$ cat src/rtl/master_seq_core.sv
// master_seq_core: command-table driven bus master sequencer.
// Runs WRITE/READ/IDLE/END commands from a writable table and drives the
// master-interface address/data handshakes with a per-wait response timeout.
module master_seq_core #(
  parameter int ADDR_W     = 12,
  parameter int DATA_W     = 8,
  parameter int DEPTH_LOG2 = 3,
  parameter int LEN_W      = 8,
  parameter int TIMEOUT    = 255,
  parameter int CMD_W      = 2 + 2 + ADDR_W + LEN_W + 2 * DATA_W
) (
  input  logic                  clk,
  input  logic                  reset,
  input  logic                  cmd_wr_en,
  input  logic [DEPTH_LOG2-1:0] cmd_wr_addr,
  input  logic [CMD_W-1:0]      cmd_wr_data,
  input  logic                  start,
  output logic                  busy,
  output logic                  done,
  output logic                  error,
  output logic                  rd_valid,
  output logic [DATA_W-1:0]     rd_data,
  output logic [ADDR_W-1:0]     rd_addr,
  output logic [ADDR_W+3:0]     addr_to_mi,
  output logic                  write_addr_req_to_mi,
  output logic [DATA_W-1:0]     write_data_to_mi,
  output logic                  write_data_req_to_mi,
  output logic                  read_data_req_to_mi,
  output logic                  force_req_to_mi,
  input  logic                  ok_response_from_mi,
  input  logic [DATA_W-1:0]     read_data_from_mi,
  input  logic                  req_done_from_mi
);

  localparam int DEPTH = 1 << DEPTH_LOG2;
  localparam int TMO_W = (TIMEOUT < 2) ? 1 : $clog2(TIMEOUT + 1);

  localparam logic [1:0] OP_IDLE  = 2'b00;
  localparam logic [1:0] OP_WRITE = 2'b01;
  localparam logic [1:0] OP_READ  = 2'b10;

  typedef enum logic [3:0] {
    S_IDLE, FETCH, GAP, SETUP, ADDR_RQ, ADDR_WAIT,
    WD_SETUP, WD_RQ, RD_RQ, DATA_WAIT, NEXT, FINISH
  } state_t;

  state_t state, state_nxt;

  logic [CMD_W-1:0]      cmd_table [DEPTH];
  logic [DEPTH_LOG2-1:0] pc, pc_nxt;
  logic [LEN_W-1:0]      cnt, cnt_nxt;
  logic [TMO_W-1:0]      tmo, tmo_nxt, tmo_inc;
  logic                  tmo_hit;

  // working copy of the command being executed
  logic [1:0]        cur_op, cur_op_nxt;
  logic [1:0]        cur_slave, cur_slave_nxt;
  logic [ADDR_W-1:0] cur_addr, cur_addr_nxt;
  logic [DATA_W-1:0] cur_data, cur_data_nxt;
  logic [DATA_W-1:0] cur_incr, cur_incr_nxt;

  logic                busy_nxt, done_nxt, error_nxt, rd_valid_nxt;
  logic [DATA_W-1:0]   rd_data_nxt, wdata_nxt;
  logic [ADDR_W-1:0]   rd_addr_nxt;
  logic [ADDR_W+3:0]   addr_mi_nxt;
  logic                areq_nxt, wreq_nxt, rreq_nxt, force_nxt;

  // decoded fields of the entry addressed by pc
  logic [CMD_W-1:0]  cmd_word;
  logic [1:0]        f_op, f_slave;
  logic [ADDR_W-1:0] f_addr;
  logic [LEN_W-1:0]  f_len;
  logic [DATA_W-1:0] f_seed, f_incr;

  assign cmd_word = cmd_table[pc];
  assign f_op     = cmd_word[CMD_W-1 -: 2];
  assign f_slave  = cmd_word[CMD_W-3 -: 2];
  assign f_addr   = cmd_word[2*DATA_W+LEN_W +: ADDR_W];
  assign f_len    = cmd_word[2*DATA_W +: LEN_W];
  assign f_seed   = cmd_word[DATA_W +: DATA_W];
  assign f_incr   = cmd_word[0 +: DATA_W];

  assign tmo_inc = tmo + 1'b1;
  assign tmo_hit = (TIMEOUT != 0) && (tmo_inc == TMO_W'(TIMEOUT));

  // command table: host writes land only while the sequencer is idle
  always_ff @(posedge clk) begin
    if (cmd_wr_en && !busy) cmd_table[cmd_wr_addr] <= cmd_wr_data;
  end

  // state register plus control and interface outputs
  always_ff @(posedge clk or negedge reset) begin
    if (!reset) begin
      state                <= S_IDLE;
      pc                   <= '0;
      cnt                  <= '0;
      tmo                  <= '0;
      busy                 <= 1'b0;
      done                 <= 1'b0;
      error                <= 1'b0;
      rd_valid             <= 1'b0;
      rd_data              <= '0;
      rd_addr              <= '0;
      addr_to_mi           <= '0;
      write_addr_req_to_mi <= 1'b0;
      write_data_to_mi     <= '0;
      write_data_req_to_mi <= 1'b0;
      read_data_req_to_mi  <= 1'b0;
      force_req_to_mi      <= 1'b0;
    end else begin
      state                <= state_nxt;
      pc                   <= pc_nxt;
      cnt                  <= cnt_nxt;
      tmo                  <= tmo_nxt;
      busy                 <= busy_nxt;
      done                 <= done_nxt;
      error                <= error_nxt;
      rd_valid             <= rd_valid_nxt;
      rd_data              <= rd_data_nxt;
      rd_addr              <= rd_addr_nxt;
      addr_to_mi           <= addr_mi_nxt;
      write_addr_req_to_mi <= areq_nxt;
      write_data_to_mi     <= wdata_nxt;
      write_data_req_to_mi <= wreq_nxt;
      read_data_req_to_mi  <= rreq_nxt;
      force_req_to_mi      <= force_nxt;
    end
  end

  // working registers are only meaningful after FETCH, so they carry no reset
  always_ff @(posedge clk) begin
    cur_op    <= cur_op_nxt;
    cur_slave <= cur_slave_nxt;
    cur_addr  <= cur_addr_nxt;
    cur_data  <= cur_data_nxt;
    cur_incr  <= cur_incr_nxt;
  end

  // next-state and next-output decode for the sequencer
  always_comb begin
    state_nxt     = state;
    pc_nxt        = pc;
    cnt_nxt       = cnt;
    tmo_nxt       = tmo;
    busy_nxt      = busy;
    done_nxt      = 1'b0;
    error_nxt     = error;
    rd_valid_nxt  = 1'b0;
    rd_data_nxt   = rd_data;
    rd_addr_nxt   = rd_addr;
    addr_mi_nxt   = addr_to_mi;
    areq_nxt      = write_addr_req_to_mi;
    wdata_nxt     = write_data_to_mi;
    wreq_nxt      = write_data_req_to_mi;
    rreq_nxt      = read_data_req_to_mi;
    force_nxt     = force_req_to_mi;
    cur_op_nxt    = cur_op;
    cur_slave_nxt = cur_slave;
    cur_addr_nxt  = cur_addr;
    cur_data_nxt  = cur_data;
    cur_incr_nxt  = cur_incr;
    case (state)
      S_IDLE: begin
        if (start) begin
          busy_nxt  = 1'b1;
          pc_nxt    = '0;
          error_nxt = 1'b0;
          state_nxt = FETCH;
        end
      end
      FETCH: begin
        cur_op_nxt    = f_op;
        cur_slave_nxt = f_slave;
        cur_addr_nxt  = f_addr;
        cur_data_nxt  = f_seed;
        cur_incr_nxt  = f_incr;
        cnt_nxt       = f_len;
        if (f_op == OP_WRITE || f_op == OP_READ)
          state_nxt = (f_len != '0) ? SETUP : NEXT;
        else if (f_op == OP_IDLE)
          state_nxt = (f_len != '0) ? GAP : NEXT;
        else
          state_nxt = FINISH;
      end
      GAP: begin
        // entered only with a nonzero count, so exactly len cycles are spent here
        cnt_nxt = cnt - 1'b1;
        if (cnt == LEN_W'(1)) state_nxt = NEXT;
      end
      SETUP: begin
        addr_mi_nxt = {1'b1, cur_slave, (cur_op == OP_WRITE), cur_addr};
        force_nxt   = 1'b0;
        cnt_nxt     = cnt - 1'b1;
        state_nxt   = ADDR_RQ;
      end
      ADDR_RQ: begin
        areq_nxt  = 1'b1;
        tmo_nxt   = '0;
        state_nxt = ADDR_WAIT;
      end
      ADDR_WAIT: begin
        // a response arriving on the expiry cycle still wins
        if (ok_response_from_mi) begin
          areq_nxt  = 1'b0;
          state_nxt = (cur_op == OP_WRITE) ? WD_SETUP : RD_RQ;
        end else if (tmo_hit) begin
          areq_nxt  = 1'b0;
          force_nxt = 1'b0;
          error_nxt = 1'b1;
          state_nxt = FINISH;
        end else begin
          tmo_nxt = tmo_inc;
        end
      end
      WD_SETUP: begin
        wdata_nxt    = cur_data;
        cur_data_nxt = cur_data + cur_incr;
        state_nxt    = WD_RQ;
      end
      WD_RQ: begin
        wreq_nxt  = 1'b1;
        tmo_nxt   = '0;
        state_nxt = DATA_WAIT;
      end
      RD_RQ: begin
        rreq_nxt  = 1'b1;
        tmo_nxt   = '0;
        state_nxt = DATA_WAIT;
      end
      DATA_WAIT: begin
        if (req_done_from_mi) begin
          wreq_nxt = 1'b0;
          rreq_nxt = 1'b0;
          if (cur_op == OP_READ) begin
            rd_data_nxt  = read_data_from_mi;
            rd_addr_nxt  = cur_addr;
            rd_valid_nxt = 1'b1;
          end
          cur_addr_nxt = cur_addr + 1'b1;
          if (cnt != '0) begin
            force_nxt = 1'b1;
            state_nxt = SETUP;
          end else begin
            state_nxt = NEXT;
          end
        end else if (tmo_hit) begin
          wreq_nxt  = 1'b0;
          rreq_nxt  = 1'b0;
          force_nxt = 1'b0;
          error_nxt = 1'b1;
          state_nxt = FINISH;
        end else begin
          tmo_nxt = tmo_inc;
        end
      end
      NEXT: begin
        if (&pc) begin
          state_nxt = FINISH;
        end else begin
          pc_nxt    = pc + 1'b1;
          state_nxt = FETCH;
        end
      end
      FINISH: begin
        done_nxt  = 1'b1;
        busy_nxt  = 1'b0;
        areq_nxt  = 1'b0;
        wreq_nxt  = 1'b0;
        rreq_nxt  = 1'b0;
        force_nxt = 1'b0;
        state_nxt = S_IDLE;
      end
      default: state_nxt = S_IDLE;
    endcase
  end

endmodule

$ cat config.mk
export PLATFORM = sky130hd
export DESIGN_NAME = master_seq_core
export DESIGN_NICKNAME = d
export VERILOG_FILES = /design/src/rtl/master_seq_core.sv
export SDC_FILE = /design/constraint.sdc
export NUM_CORES = 1
export LEC_CHECK = 0
export CAP_MARGIN = 20
export CORE_MARGIN = 2
export CORE_UTILIZATION = 53
export CTS_CLUSTER_DIAMETER = 80
export DETAILED_ROUTE_END_ITERATION = 8
export GPL_ROUTABILITY_DRIVEN = 0
export MAX_ROUTING_LAYER = met4
export PLACE_DENSITY = 0.86
export SLEW_MARGIN = 20
export SYNTH_ARGS = -nofsm -noshare
export SYNTH_HDL_FRONTEND = slang
export SYNTH_SLANG_ARGS = --single-unit
export TNS_END_PERCENT = 30
$ cat constraint.sdc
create_clock -name clk -period 3.8 [get_ports clk]
set_input_delay 0.76 -clock clk [delete_from_list [all_inputs] [get_ports clk]]
set_output_delay 0.76 -clock clk [all_outputs]
set_load 0.1 [all_outputs]
==> results of run 1 <==
## cells by family after synthesis
| logic type | count (synthesis) | share of synthesized area |
|---|---|---|
| flip-flops | 427 | 0.7079 |
| adder cells (fa/ha/maj) | 17 | 0.01252 |
| AND/OR/NAND/NOR | 268 | 0.06860 |
| XOR/XNOR | 17 | 0.008468 |
| multiplexers | 135 | 0.1353 |
| buffers and inverters | 68 | 0.01601 |
| AO/OA/AOI/OAI | 137 | 0.05117 |
## placed cells by master (no fill, tap or decap), drive strengths merged, types with 7 or more instances in the layout
| cell type | instances |
|---|---|
| nor2b | 13 |
| a21oi | 24 |
| xnor2 | 10 |
| dfrtp | 75 |
| nand2b | 12 |
| xor2 | 7 |
| nor2 | 59 |
| buf | 24 |
| mux2i | 25 |
| mux2 | 31 |
| o211ai | 7 |
| inv | 21 |
| clkinv | 14 |
| nand2 | 122 |
| clkdlybuf4s50 | 107 |
| nand3 | 13 |
| mux4 | 79 |
| ha | 16 |
| edfxtp | 352 |
| clkbuf | 58 |
| nor3 | 19 |
| o21ai | 45 |
## worst max-delay path by stage
stage	slack, ns	to	start
after floorplan	-0.56	cmd_table[1][0]	busy
after global placement	0.89	cmd_table[0][13]	cmd_wr_en
after detailed placement	0.86	cmd_table[6][6]	cmd_wr_en
after CTS	0.84	busy	busy
after global routing	0.62	state[3]	pc[1]
final	0.87	busy	busy
## per-stage QoR
stage	hold WS (ns)	std cells	TNS, ns	setup WS, ns
2_1_floorplan	0.4146	1069	-22.45	-0.5614
3_3_place_gp	0.4236	1593	0	0.8875
3_5_place_dp	0.4398	1593	0	0.8605
4_1_cts	0.4163	1668	0	0.8374
5_1_grt	0.1449	1670	0	0.6244
6_report	0.1333	1670	0	0.8681
## power groups by stage
| stage | clock, W | combinational, W | sequential [W] |
|---|---|---|---|
| 5_1_grt | 0.00426 | 0.00517 | 0.00624 |
| 3_3_place_gp | 0 | 0.00468 | 0.00622 |
| 4_1_cts | 0.00409 | 0.00485 | 0.00616 |
| 3_5_place_dp | 0 | 0.00480 | 0.00625 |
| 2_1_floorplan | 0 | 0.00213 | 0.00765 |
| 6_report | 0.00403 | 0.00484 | 0.00617 |
## flip-flops by register name (all words and copies together) (netlist names), 2 cells and up
signal,flops
rd_data,8
cur_addr,12
addr_to_mi,16
state,4
cur_op,2
cur_slave,2
tmo,8
cur_data,8
cmd_table,320
rd_addr,12
write_data_to_mi,8
pc,3
cnt,8
cur_incr,8
## final cells by class
| cell class | count | area, µm² |
|---|---|---|
| Clock buffer | 58 | 1192 |
| Timing Repair Buffer | 131 | 1296 |
| Antenna cell | 1 | 2.502 |
| Inverter | 20 | 75.07 |
| Tap cell | 442 | 553.0 |
| Sequential cell | 427 | 12460 |
| Fill cell | 2160 | 11980 |
| Multi-Input combinational cell | 574 | 4917 |
| Clock inverter | 17 | 148.9 |
## Yosys cell counts, types with 10 or more instances
cell      count
buf_2        21
mux4_2       79
nand2_1     122
mux2i_1      25
a21oi_1      24
o21ai_0      45
clkbuf_1     20
nand3_1      13
edfxtp_1    352
mux2_2       31
nor3_1       19
xnor2_1      10
nor2b_1      13
nor2_1       58
dfrtp_1      75
ha_1         16
inv_1        19
nand2b_1     12
## layer usage
| layer | vias to the layer above | GRT usage | share of wire |
|---|---|---|---|
| met2 | 482 | 0.3893 | 0.51 |
| met1 | 5068 | 0.2962 | 0.39 |
| met3 | 62 | 0.03797 | 0.078 |
| met4 | 0 | 0.05984 | 0.019 |
| met5 | - | - | 0 |
| li1 | 4431 | - | - |
==> impl_metrics.toml, run 1 <==
[grt]
grt_overflow = 0
grt_pass1_vias = 10343
grt_usage = 0.2312
grt_pass1_wl_um = 58460
grt_antenna_before_repair = 1
grt_max_degree = 76

[route]
drt-initial-drc-count = 1132
ant_nets = 0
routed_wl_um = 37290
vias = 10043
dr.pass1.iters = 5
wire_per_inst_um = 22.33
vias_per_cell = 6.014
drc_errors = 0

[pwr]
totalPowerFinal_w = 0.01504
p_int_w = 0.009574
switchingPower_w = 0.005462
p_per_area_mw_per_mm2 = 728.5
ir_drop_mv = 0.6637
clkPwrFrac = 0.268
p_sw_frac = 0.3633
p_comb_frac = 0.322
p_leak_nw = 6.981
pwr-share-seq = 0.411

[logic_synthesis]
synth_edf_count = 352
yosys-top-cells-area = "edfxtp_1, dfrtp_1, mux4_2"
synthCells = 1069
synthFlopType = "edfxtp_1"
synthArstFlopShare = 0.1756
avgSynthCellArea_um2 = 16.45
synth_nets = 1143
synth_seq_cells = 427
synth-seq-area-share = 0.7079
syn_area_mm2 = 0.01758
synth_top_area_share = 0.6012
synth_area_leader_cell = "edfxtp_1"
ys_warn_count = 0
synthDistinctLibCells = 64

[floorplan]
die_h_um = 186.1
dieWidth_um = 186.1
io-pin-count = 109
core_area_mm2 = 0.03262
dieArea_mm2 = 0.03465
initial_utilization = 0.5390
rows = 66

[layout]
fin_util = 0.6328
finalInstanceArea_mm2 = 0.02064
nNetsFinal = 1269
area_growth_pct = 17.40
final_layout_size_suffix_gt1_frac = 0.1720

[hold_path]
hold_class = "primary input to asynchronous set/reset pin"

[setup_path]
cp_max_fo = 5
cp.arrival_ns = 2.17
path_depth = 1
r2r_slack_ns = 0.94
endpoint_kind = "primary output"
path_delay_family = "buffers and inverters"
critPathKind = "flip-flop to primary output"
critPathRequiredTime_ns = 3.04
r2r_start = "pc[1]"
crit_buf_inv = 1
max_stage_delay_ns = 1.18
rr_worst_depth = 9
cp_cell_sequence = "clkdlybuf4s50_1"
cp-start-kind = "flip-flop"
crit_slowest_cell = "clkdlybuf4s50_1"
r2r-end = "state[3]"

[status]
status = "finished clean"

[clocking]
htreeDepth = 2
cts_root_buf = "clkbuf_16"
cts_sinks = 427
cts_tree = "yes"
clockBufferDepth = 3
clk_latency_ns = 0.54
cts_hold_buf = 0
path_clk_slew_ns = 0.06
post-cts-setup-buffers = 0
ctsResizeCount = 0
cts_buffers = 41

[place]
hpwl_um = 22850
io_buffers = 108
dpl_cell_area_mm2 = 0.01927

[job]
maxCapViolations = 0

[sta]
finalCritPeriodShare = 0.7715
rsz0062_at_grt = "no"
hold_viol = 0
slew_headroom = 0.3152
fin_crit_ns = 2.932
max_freq_mhz = 341.1
setup_violations = 0
tightest_slew_ns = 1.024
drv_slew = 0
clock_skew_ns = 0.01464
Note: power is estimated with default switching activity, not from simulation.
==> run 2, diff against run 1 <==
==> constraint.sdc (replaced) <==
create_clock -name clk -period 2.4 [get_ports clk]
set_input_delay 0.48 -clock clk [delete_from_list [all_inputs] [get_ports clk]]
set_output_delay 0.48 -clock clk [all_outputs]
set_load 0.1 [all_outputs]
==> run 2 against run 1 <==
Against the previous run: global-route usage rose by 0.18 points; largest power group unchanged; final area rose by 1.9%; critical path depth rose by 6; register-to-register slack got worse by 0.91 ns; clock power rose by 60%; largest cell class unchanged; die area did not move; utilization rose by 1.2 points; critical endpoint is now tmo[2]; worst setup slack got worse by 0.84 ns; sequential cell count did not move.
==> impl_metrics.toml, run 2 (synthesis results as in run 1) <==
[layout]
finalInstanceArea_mm2 = 0.02103
nNetsFinal = 1309
layout_commonest_cell = "edfxtp_1"
final_cell_mix = "edfxtp_1, nand2_1, buf_4"
final_layout_size_suffix_gt1_frac = 0.2482
area_growth_pct = 19.63
multi_input_area_mm2 = 0.004952
fin_util = 0.6448
fillCellCount = 2156
largest_register_ffs = 320
reg_top3 = "cmd_table (320), addr_to_mi (16)"
largest-register = "cmd_table"
regArea_mm2 = 0.01246

[setup_path]
endpoint_kind = "flip-flop"
cp_max_fo = 6
critPathRequiredTime_ns = 2.83
rr_worst_depth = 7
critPathKind = "flip-flop to flip-flop"
cp-start-kind = "flip-flop"
crit_slowest_cell = "a221o_2"
max_stage_delay_ns = 0.48
cp_cell_sequence = "ha_1 > nand3_1 > or3_1 > a221o_2 > o21a_4 > a32o_1 > a31o_1"
cp.arrival_ns = 2.80

[route]
drt-initial-drc-count = 924
ant_nets = 0
vias = 10176
routed_wl_um = 38140
wire_per_inst_um = 22.27
drc_errors = 0
vias_per_cell = 5.940
dr.pass1.iters = 5

[pwr]
totalPowerFinal_w = 0.02404
p_leak_nw = 7.320
p_per_area_mw_per_mm2 = 1143
ir_drop_mv = 1.138

[grt]
grt_pass1_vias = 10509
grt_pass1_wl_um = 58750
grt_antenna_before_repair = 2
grt_max_degree = 48
grt_usage = 0.2329
grt_overflow = 0

[floorplan]
initial_utilization = 0.5390
die_h_um = 186.1
dieArea_mm2 = 0.03465
core_area_mm2 = 0.03262
io-pin-count = 109
rows = 66
dieWidth_um = 186.1

[sta]
rsz0062_at_grt = "yes"
slew_headroom = 0.5924
finalCritPeriodShare = 0.9889
drv_slew = 0
max_freq_mhz = 421.4
hold_viol = 0
fin_crit_ns = 2.373
tightest_slew_ns = 0.6102
clock_skew_ns = 0.01409
setup_violations = 0

[clocking]
cts_root_buf = "clkbuf_16"
clk_latency_ns = 0.55
clockBufferDepth = 3
path_clk_slew_ns = 0.06
cts_sinks = 427
cts_tree = "yes"
htreeDepth = 2
cts_buffers = 42

[job]
maxCapViolations = 0

[place]
dpl_cell_area_mm2 = 0.01961
hpwl_um = 23540
io_buffers = 108

[status]
status = "finished clean"

[hold_path]
hold_class = "primary input to asynchronous set/reset pin"
-- run 2: final timing paths --
kind | start | end | slack (ns)
worst max-delay path | tmo[1] | tmo[2] | 0.03
worst min register to register | cur_slave[0] | addr_to_mi[13] | 0.44
worst min-delay path | reset | tmo[7] | 0.44
max in group asynchronous | reset | rd_addr[2] | 1.35
min in group clk | cur_slave[0] | addr_to_mi[13] | 0.44
worst max register to register | tmo[1] | tmo[2] | 0.03
-- run 2: per-stage QoR --
step                      setup TNS [ns]  instances  setup WS [ns]  hold WS, ns
after detailed placement        -0.03259       1631       -0.03259       0.4317
after global placement                 0       1631        0.03386       0.4238
final                                  0       1713        0.02675       0.4360
after global routing             -0.1869       1713       -0.09461       0.4642
after CTS                              0       1711       0.008243       0.4376
after floorplan                   -15.22       1069        -0.1476       0.1844
-- run 2: layout make-up --
| cell class | count | share of cell area |
|---|---|---|
| timing repair buffer | 170 | 0.07704 |
| sequential | 427 | 0.5924 |
| clock buffer | 51 | 0.05354 |
| inverter | 20 | 0.003569 |
| multi-input combinational | 574 | 0.2355 |
| tap | 442 | 0.02629 |
| clock inverter | 27 | 0.01148 |
| antenna | 2 | 0.0002380 |
-- run 2: where the power goes --
| part | switching, W | internal, W |
|---|---|---|
| sequential | 0.000679 | 0.00898 |
| clock | 0.00275 | 0.00371 |
| combinational | 0.00538 | 0.00254 |
| total | 0.00882 | 0.0152 |
-- run 2: timing repair --
action	in CTS	in global routing
endpoints found under the setup margin	1	12
gates resized for setup	2	8
hold buffers	1	0
endpoints found under the hold margin	28	0
pin swaps	1	1
buffers inserted	1	0
-- run 2: layer usage --
metal / part of all wire / track usage / vias up
met3: 0.076 / 0.03836 / 91
met4: 0.025 / 0.07181 / 0
met2: 0.51 / 0.3914 / 468
met1: 0.39 / 0.2943 / 5110
met5: 0 / - / -
li1: - / - / 4507
-- run 2: critical path, delay by kind of cell, from the launching register on --
kind            cells  cell delay (ns)
compound gates      4             1.14
simple gates        2             0.53
flops               1             0.35
fa+ha+maj           1             0.24
==> run 3, diff against run 2 <==
--- a/config.mk
+++ b/config.mk
@@ -6,13 +6,16 @@
 export NUM_CORES = 1
 export LEC_CHECK = 0
 export CAP_MARGIN = 20
+export CELL_PAD_IN_SITES_DETAIL_PLACEMENT = 1
+export CELL_PAD_IN_SITES_GLOBAL_PLACEMENT = 1
+export CORE_ASPECT_RATIO = 1.25
 export CORE_MARGIN = 2
-export CORE_UTILIZATION = 53
+export CORE_UTILIZATION = 46
 export CTS_CLUSTER_DIAMETER = 80
 export DETAILED_ROUTE_END_ITERATION = 8
 export GPL_ROUTABILITY_DRIVEN = 0
 export MAX_ROUTING_LAYER = met4
-export PLACE_DENSITY = 0.86
+export PLACE_DENSITY_LB_ADDON = 0.1
 export SLEW_MARGIN = 20
 export SYNTH_ARGS = -nofsm -noshare
 export SYNTH_HDL_FRONTEND = slang
==> run 3 against run 2 <==
Against the previous run: clock power increased by 2%; via count decreased by 2.6%; count of clock-buffer cells in the layout rose by 5; largest cell class unchanged; largest power group unchanged.
==> impl_metrics.toml, run 3 (synthesis results as in run 1) <==
[sta]
max_freq_mhz = 428.2
tightest_slew_ns = 0.6487
hold_viol = 0
rsz0062_at_grt = "yes"
setup_violations = 0
clock_skew_ns = 0.01509
layout_setup_ws_ns = 0.06489
finalCritPeriodShare = 0.9730
fin_crit_ns = 2.335
slew_headroom = 0.5630
drv_slew = 0

[route]
vias = 9912
wire_per_inst_um = 22.72
vias_per_cell = 5.597
ant_nets = 0
drc_errors = 0
routed_wl_um = 40230
dr.pass1.iters = 5
drt-initial-drc-count = 599

[setup_path]
cp_max_fo = 2
cp-start-kind = "flip-flop"
critPathKind = "flip-flop to flip-flop"
cp.arrival_ns = 2.63
critPathRequiredTime_ns = 2.69
r2r_slack_ns = 0.06
endpoint_kind = "flip-flop"

[pwr]
p_per_area_mw_per_mm2 = 1147
totalPowerFinal_w = 0.02431
p_leak_nw = 7.362
ir_drop_mv = 0.9713

[layout]
reg_top3 = "cmd_table (320), addr_to_mi (16)"
layout_commonest_cell = "edfxtp_1"
largest_register_ffs = 320
nNetsFinal = 1317
area_growth_pct = 20.57
largest-register = "cmd_table"
final_cell_mix = "edfxtp_1, nand2_1, buf_4"
final_layout_size_suffix_gt1_frac = 0.2504

[status]
status = "finished clean"

[floorplan]
dieWidth_um = 178.9
rows = 80
initial_utilization = 0.4635
dieArea_mm2 = 0.03981
core_area_mm2 = 0.03794
io-pin-count = 109
die_h_um = 222.6

[grt]
grt_pass1_vias = 10777
grt_usage = 0.2149
grt_overflow = 0
grt_max_degree = 44
grt_pass1_wl_um = 62810
grt_antenna_before_repair = 1

[clocking]
clockBufferDepth = 3
cts_buffers = 43
clk_latency_ns = 0.56
cts_tree = "yes"
cts_sinks = 427
htreeDepth = 2
cts_root_buf = "clkbuf_16"
path_clk_slew_ns = 0.06

[job]
maxCapViolations = 0

[hold_path]
hold_class = "primary input to asynchronous set/reset pin"

[place]
hpwl_um = 25190
pre_cts_ws_ns = 0.01130
io_buffers = 108
## run 3: metrics by stage
stage	instances	util	area, µm²	hold slack [ns]	setup TNS [ns]
after detailed placement	1687	0.5205	19750	0.4338	0
after floorplan	1069	-	17690	0.1844	-15.22
after global routing	1771	0.5588	21200	0.4210	-0.1656
final	1771	0.5588	21200	0.3939	0
after CTS	1768	0.5575	21150	0.3844	0
after global placement	1687	0.5205	19750	0.4310	0
## run 3: where the power goes
group / internal [W] / switching (W)
registers: 0.00898 / 0.000658
clock network: 0.00382 / 0.00280
logic: 0.00264 / 0.00541
total: 0.0154 / 0.00888
## run 3: path summary, 6_finish.rpt
path,from,end,cells after the start
max in group asynchronous,reset,rd_addr[4],3
min reg2reg,cur_slave[0],addr_to_mi[13],2
max reg2reg,cur_data[0],cur_data[6],9
max,cur_data[0],cur_data[6],9
min,reset,tmo[6],2
min in group clk,cur_slave[0],addr_to_mi[13],2
## run 3: area by class of cell
| class | count | area [µm²] |
|---|---|---|
| antenna | 1 | 2.502 |
| clock buffer | 56 | 1186 |
| clock inverter | 24 | 203.9 |
| fill | 3521 | 16740 |
| inverter | 20 | 75.07 |
| multi-input combinational | 574 | 4951 |
| sequential | 427 | 12460 |
| tap | 492 | 615.6 |
| timing repair buffer | 177 | 1702 |
## run 3: critical path, cell delays in order, from the launching register on
cell and delay (ns):
edfxtp_1 0.41, ha_1 0.24, inv_1 0.08, fa_1 0.21, nor2b_1 0.05, o21ai_0 0.18, a21boi_0 0.15, o21ai_0 0.33
nor4b_2 0.32, nor3_1 0.10
## run 3: routing by layer
metal	wire [µm]	up-vias	track usage
met5	0	-	-
met4	760	0	0.05560
met3	1714	58	0.03131
met2	20010	217	0.3413
met1	17750	5110	0.2930
li1	-	4527	-
## run 3: repair_timing
| item | CTS | global route |
|---|---|---|
| setup endpoints to repair | 0 | 3 |
| hold buffers | 1 | 0 |
| endpoints found under the hold margin | 24 | 0 |
| setup buffers | 0 | 2 |
| gates resized for setup | 0 | 9 |
